File: src/rtl/alarm_pkg.sv
// Shared types and constants for the alarm controller.
package alarm_pkg;

  localparam int unsigned HOUR_W = 5;
  localparam int unsigned MIN_W  = 6;
  localparam int unsigned PRESC_W = 4;
  localparam int unsigned SEC_W   = 9;

  localparam int unsigned DEF_CLK_PER_S      = 10;
  localparam int unsigned DEF_RING_TIMEOUT_S = 60;
  localparam int unsigned DEF_SNOOZE_S       = 300;

  typedef enum logic [1:0] {
    StIdle,
    StArmed,
    StRinging,
    StSnooze
  } alarm_state_e;

endpackage

File: src/rtl/alarm_timer.sv
// Prescaler plus seconds counter; both restart from zero when clr_i is high.
module alarm_timer
  import alarm_pkg::*;
#(
  parameter int unsigned CLK_PER_S = DEF_CLK_PER_S
) (
  input  logic             clk,
  input  logic             rst_n,
  input  logic             clr_i,
  output logic [SEC_W-1:0] sec_o,
  output logic             tick_o
);

  logic [PRESC_W-1:0] presc_q, presc_d;
  logic [SEC_W-1:0]   sec_q, sec_d;

  // tick_o flags the cycle on which the seconds count advances at the next edge.
  assign tick_o = (presc_q == PRESC_W'(CLK_PER_S - 1));
  assign sec_o  = sec_q;

  always_comb begin
    presc_d = presc_q;
    sec_d   = sec_q;
    if (clr_i) begin
      presc_d = '0;
      sec_d   = '0;
    end else if (tick_o) begin
      presc_d = '0;
      sec_d   = sec_q + SEC_W'(1);
    end else begin
      presc_d = presc_q + PRESC_W'(1);
    end
  end

  always_ff @(posedge clk) begin
    if (!rst_n) begin
      presc_q <= '0;
      sec_q   <= '0;
    end else begin
      presc_q <= presc_d;
      sec_q   <= sec_d;
    end
  end

endmodule

File: src/rtl/alarm_ctrl.sv
// Alarm clock controller: alarm time registers, edge-detected minute match,
// and the idle/armed/ringing/snooze state machine with registered outputs.
module alarm_ctrl
  import alarm_pkg::*;
#(
  parameter int unsigned CLK_PER_S      = DEF_CLK_PER_S,
  parameter int unsigned RING_TIMEOUT_S = DEF_RING_TIMEOUT_S,
  parameter int unsigned SNOOZE_S       = DEF_SNOOZE_S
) (
  input  logic              clk,
  input  logic              rst_n,
  input  logic [HOUR_W-1:0] H_in,
  input  logic [MIN_W-1:0]  M_in,
  input  logic [HOUR_W-1:0] H_al,
  input  logic [MIN_W-1:0]  M_al,
  input  logic              LD_al,
  input  logic              AL_ON,
  input  logic              STOP_al,
  input  logic              SNOOZE,
  output logic              Alarm,
  output logic              Snoozing
);

  alarm_state_e      state_q, state_d;
  logic [HOUR_W-1:0] al_h_q, al_h_d;
  logic [MIN_W-1:0]  al_m_q, al_m_d;
  logic              match, match_q, trigger, ld_ok;
  logic              alarm_q, snoozing_q;
  logic              timer_clr, timer_tick;
  logic [SEC_W-1:0]  timer_sec;
  logic [SEC_W:0]    elapsed_next;

  alarm_timer #(
    .CLK_PER_S(CLK_PER_S)
  ) u_timer (
    .clk    (clk),
    .rst_n  (rst_n),
    .clr_i  (timer_clr),
    .sec_o  (timer_sec),
    .tick_o (timer_tick)
  );

  assign ld_ok   = LD_al && (H_al <= HOUR_W'(23)) && (M_al <= MIN_W'(59));
  assign match   = (H_in == al_h_q) && (M_in == al_m_q);
  assign trigger = match && !match_q;

  // Seconds value after this edge, so a timeout leaves the state exactly
  // N*CLK_PER_S cycles after entry.
  assign elapsed_next = {1'b0, timer_sec} + (SEC_W + 1)'(timer_tick);

  always_comb begin
    al_h_d = al_h_q;
    al_m_d = al_m_q;
    if (ld_ok) begin
      al_h_d = H_al;
      al_m_d = M_al;
    end
  end

  always_comb begin
    state_d = state_q;
    if (!AL_ON) begin
      state_d = StIdle;
    end else begin
      unique case (state_q)
        StIdle:    state_d = StArmed;
        StArmed:   if (trigger) state_d = StRinging;
        StRinging: begin
          if (STOP_al) state_d = StArmed;
          else if (SNOOZE) state_d = StSnooze;
          else if (elapsed_next >= (SEC_W + 1)'(RING_TIMEOUT_S)) state_d = StArmed;
        end
        StSnooze: begin
          if (STOP_al || LD_al) state_d = StArmed;
          else if (elapsed_next >= (SEC_W + 1)'(SNOOZE_S)) state_d = StRinging;
        end
        default:   state_d = StIdle;
      endcase
    end
  end

  assign timer_clr = (state_d != state_q) && ((state_d == StRinging) || (state_d == StSnooze));

  always_ff @(posedge clk) begin
    if (!rst_n) begin
      state_q    <= StIdle;
      alarm_q    <= 1'b0;
      snoozing_q <= 1'b0;
      al_h_q     <= '0;
      al_m_q     <= '0;
      match_q    <= 1'b1;
    end else begin
      state_q    <= state_d;
      alarm_q    <= (state_d == StRinging);
      snoozing_q <= (state_d == StSnooze);
      al_h_q     <= al_h_d;
      al_m_q     <= al_m_d;
      match_q    <= match;
    end
  end

  assign Alarm    = alarm_q;
  assign Snoozing = snoozing_q;

endmodule

File: config.mk
export PLATFORM = sky130hd
export DESIGN_NAME = alarm_ctrl
export DESIGN_NICKNAME = d
export VERILOG_FILES = /design/src/rtl/alarm_pkg.sv /design/src/rtl/alarm_timer.sv /design/src/rtl/alarm_ctrl.sv
export SDC_FILE = /design/constraint.sdc
export NUM_CORES = 1
export LEC_CHECK = 0
export CAP_MARGIN = 20
export CORE_MARGIN = 4
export CORE_UTILIZATION = 50
export DETAILED_ROUTE_END_ITERATION = 8
export PLACE_DENSITY = 0.77
export SYNTH_ARGS = -nofsm -noshare
export SYNTH_HDL_FRONTEND = slang
export SYNTH_SLANG_ARGS = --single-unit
File: constraint.sdc
create_clock -name clk -period 5.8 [get_ports clk]
set_input_delay 0.58 -clock clk [delete_from_list [all_inputs] [get_ports clk]]
set_output_delay 0.58 -clock clk [all_outputs]
set_load 0.01 [all_outputs]
* Word-level counts from Yosys, hierarchy flattened
Cells that the tools add are included.
Cells by class: bitwise operators 1, multiplexer cells 8, magnitude comparators 4, reduce and logical (&&, ||, !) cells 11, equal/unequal tests 9, add/subtract/negate cells 3
Operators with widths (count):
- two-way mux 2 bit | 7
- adder 9 x 1 -> 10 bit | 1
- >= comparator 10 x 6 -> 1 bit, second input constant | 1
- >= comparator 10 x 9 -> 1 bit, second input constant | 1
- adder 9 x 1 -> 9 bit, second input constant | 1
- equality test 2 bit, second input constant | 4
- one-hot mux 2 bit (4 select lines) | 1
- equality test 6 bit | 1
- <= comparator 6 bit, second input constant | 1
- equality test 5 bit | 1
- <= comparator 5 bit, second input constant | 1
- logical AND 1 bit | 5
- adder 4 x 1 -> 4 bit, second input constant | 1
- equality test 4 bit, second input constant | 1
- OR reduction 3 bit | 1
- equality test 2 x 1 -> 1 bit, second input constant | 1
- zero test 2 bit | 1
- logical OR 1 bit | 2
- inequality test 2 bit | 1
- OR reduction 2 bit | 1
- zero test 1 bit | 1
- NOT 1 bit | 1
Storage, ports and cells: output and inout port bits 2, input port bits 28, logic and storage cells 44, register bits after elaboration 29

* Longest topological paths before layout
depth in word-level cells 12, depth in mapped cells 14, mapped depth without buffers 11

* Cells and area by module
From an unflattened synthesis, not the netlist that was laid out.
Unflattened totals: cells, all modules 177, area total of the unflattened synthesis 1629.1 um2
Modules (own cells, without submodules):
- alarm_ctrl | cells each 113, seq. area each 320.3 um2, area an instance 1033.5 um2, instances 1
- alarm_timer | cells each 64, seq. area each 260.2 um2, area an instance 595.6 um2, instances 1

* Least setup slack after synthesis
Ideal clock, no wire load.
path type register -> register, start point register u_timer.presc_q[1], end point register u_timer.sec_q[0], in the netlist u_timer.sec_o[0], data arrival time 2.495 ns, cell stages (with the launch flop) 14, library setup time 0.119 ns, required time 5.681 ns, slack 3.185 ns, path through dfxtp_1 > inv_1 > ha_1 > and3b_1 > buf_6 > ha_1 > ha_1 > buf_2 > a311oi_1 > a21oi_1 > o31a_1 > o31ai_4 > buf_8 > a21oi_2
Between the ends: word-level cells in the longest chain between the ends 12, elaborated cells between the ends (all ways) 17
RTL lines:
- start: declaration | RTL line alarm_timer.sv:14 | logic [PRESC_W-1:0] presc_q, presc_d;
- start signal: assignment | RTL line alarm_timer.sv:40 | presc_q <= presc_d;
- equality test 4 bit (*) | RTL line alarm_timer.sv:18 | assign tick_o = (presc_q == PRESC_W'(CLK_PER_S - 1));
- adder 9 x 1 -> 10 bit | RTL line alarm_ctrl.sv:49 | assign elapsed_next = {1'b0, timer_sec} + (SEC_W + 1)'(timer_tick);
- >= comparator 10 x 6 -> 1 bit | RTL line alarm_ctrl.sv:71 | else if (elapsed_next >= (SEC_W + 1)'(RING_TIMEOUT_S)) state_d = StArmed;
- two-way mux 2 bit | RTL line alarm_ctrl.sv:71
- two-way mux 2 bit | RTL line alarm_ctrl.sv:70 | else if (SNOOZE) state_d = StSnooze;
- two-way mux 2 bit | RTL line alarm_ctrl.sv:69 | if (STOP_al) state_d = StArmed;
- one-hot mux 2 bit (4 select lines) | RTL line alarm_ctrl.sv:65 | unique case (state_q)
- two-way mux 2 bit | RTL line alarm_ctrl.sv:62 | if (!AL_ON) begin
- equality test 2 bit | RTL line alarm_ctrl.sv:82 | assign timer_clr = (state_d != state_q) && ((state_d == StRinging) || (state_d == StSnooze));
- logical OR 1 bit | RTL line alarm_ctrl.sv:82
- logical AND 1 bit | RTL line alarm_ctrl.sv:82
- OR reduction 2 bit (no source line)
- end signal: assignment | RTL line alarm_timer.sv:38 | sec_q <= '0;
- end signal: assignment | RTL line alarm_timer.sv:41 | sec_q <= sec_d;
- end: declaration | RTL line alarm_timer.sv:15 | logic [SEC_W-1:0] sec_q, sec_d;
Every way passes the cells marked *; elsewhere a longest branch is shown, timed or not. A chain may end at the register's enable or synchronous reset.

* Worst setup path in the final report
start point register u_timer.presc_q[0], end point register u_timer.presc_q[0]
Between the ends: word-level cells in the longest chain between the ends 12, elaborated cells between the ends (all ways) 18
RTL lines (RTL line):
- equality test 4 bit | alarm_timer.sv:18
- adder 9 x 1 -> 10 bit | alarm_ctrl.sv:49
- >= comparator 10 x 6 -> 1 bit | alarm_ctrl.sv:71
- two-way mux 2 bit | alarm_ctrl.sv:71
- two-way mux 2 bit | alarm_ctrl.sv:70
- two-way mux 2 bit | alarm_ctrl.sv:69
- one-hot mux 2 bit (4 select lines) | alarm_ctrl.sv:65
- two-way mux 2 bit | alarm_ctrl.sv:62
- equality test 2 bit | alarm_ctrl.sv:82
- logical OR 1 bit | alarm_ctrl.sv:82
- logical AND 1 bit | alarm_ctrl.sv:82
- OR reduction 3 bit (no source line)
Several ways; a longest one is shown, not always the timed one.

==> summary.md <==
| Metric | Value |
|---|---|
| Gpl congestion | 0.830 |
| Sum Neg Setup Slack | 0 ns |
| Std cell rows | 20 |
| DRC viols | 0 |
| Final period util | 0.627 |
| Final WL | 3.43 mm |
| Total CTS buffers | 5 |
| Drt first-iter violations | 89 |
| Synth Instances | 174 |
| Netlist cell types | 48 |
| Fillcell total | 263 |
| Die ar. | 4350 µm² |
| Pin count of the biggest net entering global routing | 19 |
| Clock sinks | 29 |
| Antenna cells | 0 |
| Final setup vio count | 0 |
| EDFF count, synth | 0 |
| Critical Path Start Type | flip-flop |
| Cell Pwr Density | 212 nW/µm² |
| CTS Buffer Depth | 2 |
| Initial Util | 0.537 |
| Sequential Area | 581 µm² |
| Via count | 1,351 |
| Fin area | 2040 µm² |
| Area grow syn2layout | 21.5% |
| CP Max Fanout | 13 |
| Worst-path clk slew | 0.09 ns |
| Multi-input logic area | 1020 µm² |
| Ys Warns | 0 |
| Main flop type after synthesis | dfxtp_1 |
| Post-DP Area | 1960 µm² |
| Nets | 235 |
| Antenna Nets Post-Route | 0 |
| Sequential area share after synthesis | 0.346 |
| IR drop worst, VDD | 0.000125 V |
| Status | completed |
| Clk_skew | 0.0135 ns |
| Setup CP Type | flip-flop to flip-flop |
| TritonCTS clock tree | built |
| Worst Setup End Kind | flip-flop |
| Congestion Overflow GR | 0 |
| Hold Fails Final Rpt | 0 |
| Fin. max-slew vios | 0 |
| HP Class | flip-flop to flip-flop |
| Fmax | 0.275 GHz |
| Synth Net Count | 207 |
| Die width | 66.0 µm |
| H-tree levels | 2 |
| Layout cells sized above 1 | 0.123 |
| Post-CTS setup buffer count | 0 |
| Via/cell ratio | 5.47 |
| Relative slew slack | 0.460 |
| Max Cap Violations | 0 |
| Clk Latency, worst-skew pair | 0.32 ns |
| Area of the core | 3130 µm² |
| IO Count | 30 |
| GRT Util Overall | 0.178 |
| First drt pass iteration count | 4 |
| #FFs+latches synth | 29 |
| Lkg Pwr | 0.742 nW |
| Cts repair resizes | 0 |
| Initial antenna violation count | 0 |
| Clk root buf | clkbuf_4 |
| Die Y | 66.0 µm |
| Dpl hpwl | 2.66 mm |
| Cell Area, Synth | 1680 µm² |
| RSZ-0062 raised after global routing | false |
| WP data required | 6.03 ns |
| Routed len/inst | 13.9 µm |
| Number of buffers added on ports | 29 |
| Ys async rst share | 0 |
| Most frequent cells in the layout | 29 x dfxtp_1, 29 x clkdlybuf4s50_1, 16 x xnor2_1 |
| Worst Tran Pin Value | 0.810 ns |
| First-pass GRT wire length | 6.07 mm |
| Vias in the first global route | 1,377 |
| CTS Hold Bufs | 0 |
| CP arrival | 3.87 ns |
| Minimum clock period | 3.63 ns |
| Synth Area per Inst | 9.65 µm² |
==> cells by family (layout without fill, tap and decap cells) <==
group	Yosys count	in the layout	share of synthesized area
xor+xnor	23	23	0.120
compound gates	42	42	0.207
mux	10	10	0.0596
simple gates	54	54	0.183
flops	29	29	0.346
buf+inv	11	40	0.0477
fa+ha+maj	5	5	0.0373
==> path summary, 6_finish.rpt <==
path                            from  cells after the start                  to  slack [ns]
setup / recovery  u_timer.presc_q[0]                     10  u_timer.presc_q[0]        2.17
hold / removal    u_timer.presc_q[0]                      1  u_timer.presc_q[0]        0.51
setup reg to reg  u_timer.presc_q[0]                     10  u_timer.presc_q[0]        2.17
hold reg to reg   u_timer.presc_q[0]                      1  u_timer.presc_q[0]        0.51
==> cell usage after synthesis (all sizes together) (3+ instances only) <==
cell | n | area [µm²]
inv | 3 | 11.3
and2 | 3 | 18.8
ha | 5 | 62.6
xnor2 | 16 | 140
buf | 6 | 61.3
a21oi | 14 | 108
dfxtp | 29 | 581
nand4 | 6 | 37.5
and3 | 4 | 27.5
nand2 | 10 | 37.5
xor2 | 7 | 61.3
nor2b | 10 | 62.6
nor2 | 9 | 33.8
a211oi | 7 | 57.6
mux2i | 10 | 100
==> flip-flops by register name (all words and copies together) (netlist names) <==
register / cells
match_q: 1
al_h_q: 5
Alarm: 1
state_q: 2
Snoozing: 1
u_timer.sec_o: 9
al_m_q: 6
u_timer.presc_q: 4
==> worst max-delay path, cell delays in order, from the launching register on <==
cell      delay, ns
dfxtp_1        0.39
ha_1           0.19
and3b_1        0.37
ha_1           0.34
ha_1           0.39
and4b_1        0.24
o221ai_1       0.19
o311ai_1       0.14
o211ai_1       0.24
nand4_1        0.64
a211oi_1       0.41
==> routing by layer <==
layer | global-route usage | share of wire | wire, µm
met1 | 0.220 | 0.45 | 1530
met2 | 0.304 | 0.50 | 1720
met3 | 0.0408 | 0.042 | 145
met4 | 0.0609 | 0.011 | 38
met5 | 0 | 0 | 0
==> stage by stage <==
step | hold WS (ns) | total power [mW] | std cells | utilization | setup WS [ns]
after floorplan | 0.453 | 0.244 | 174 | - | 3.19
after global placement | 0.471 | 0.267 | 239 | 0.625 | 2.45
after detailed placement | 0.494 | 0.269 | 239 | 0.625 | 2.20
after CTS | 0.509 | 0.439 | 247 | 0.652 | 2.16
after global routing | 0.536 | 0.456 | 247 | 0.652 | 1.79
final | 0.507 | 0.433 | 247 | 0.652 | 2.17
==> final cells by class <==
class                   instances  area share
multi-input cells             134       0.499
flip-flops and latches         29       0.284
clock buffers                   7      0.0270
repair buffers                 29       0.142
well taps                      44      0.0270
clock inverters                 1      0.0147
inverters                       3     0.00552
==> where the power goes <==
group | internal (mW) | switching, mW | total, mW
Combinational | 0.0325 | 0.0200 | 0.0525
Sequential | 0.206 | 0.00556 | 0.212
Clock | 0.103 | 0.0657 | 0.169
Total | 0.342 | 0.0912 | 0.433
No activity file was read; power rests on OpenSTA's default activity.
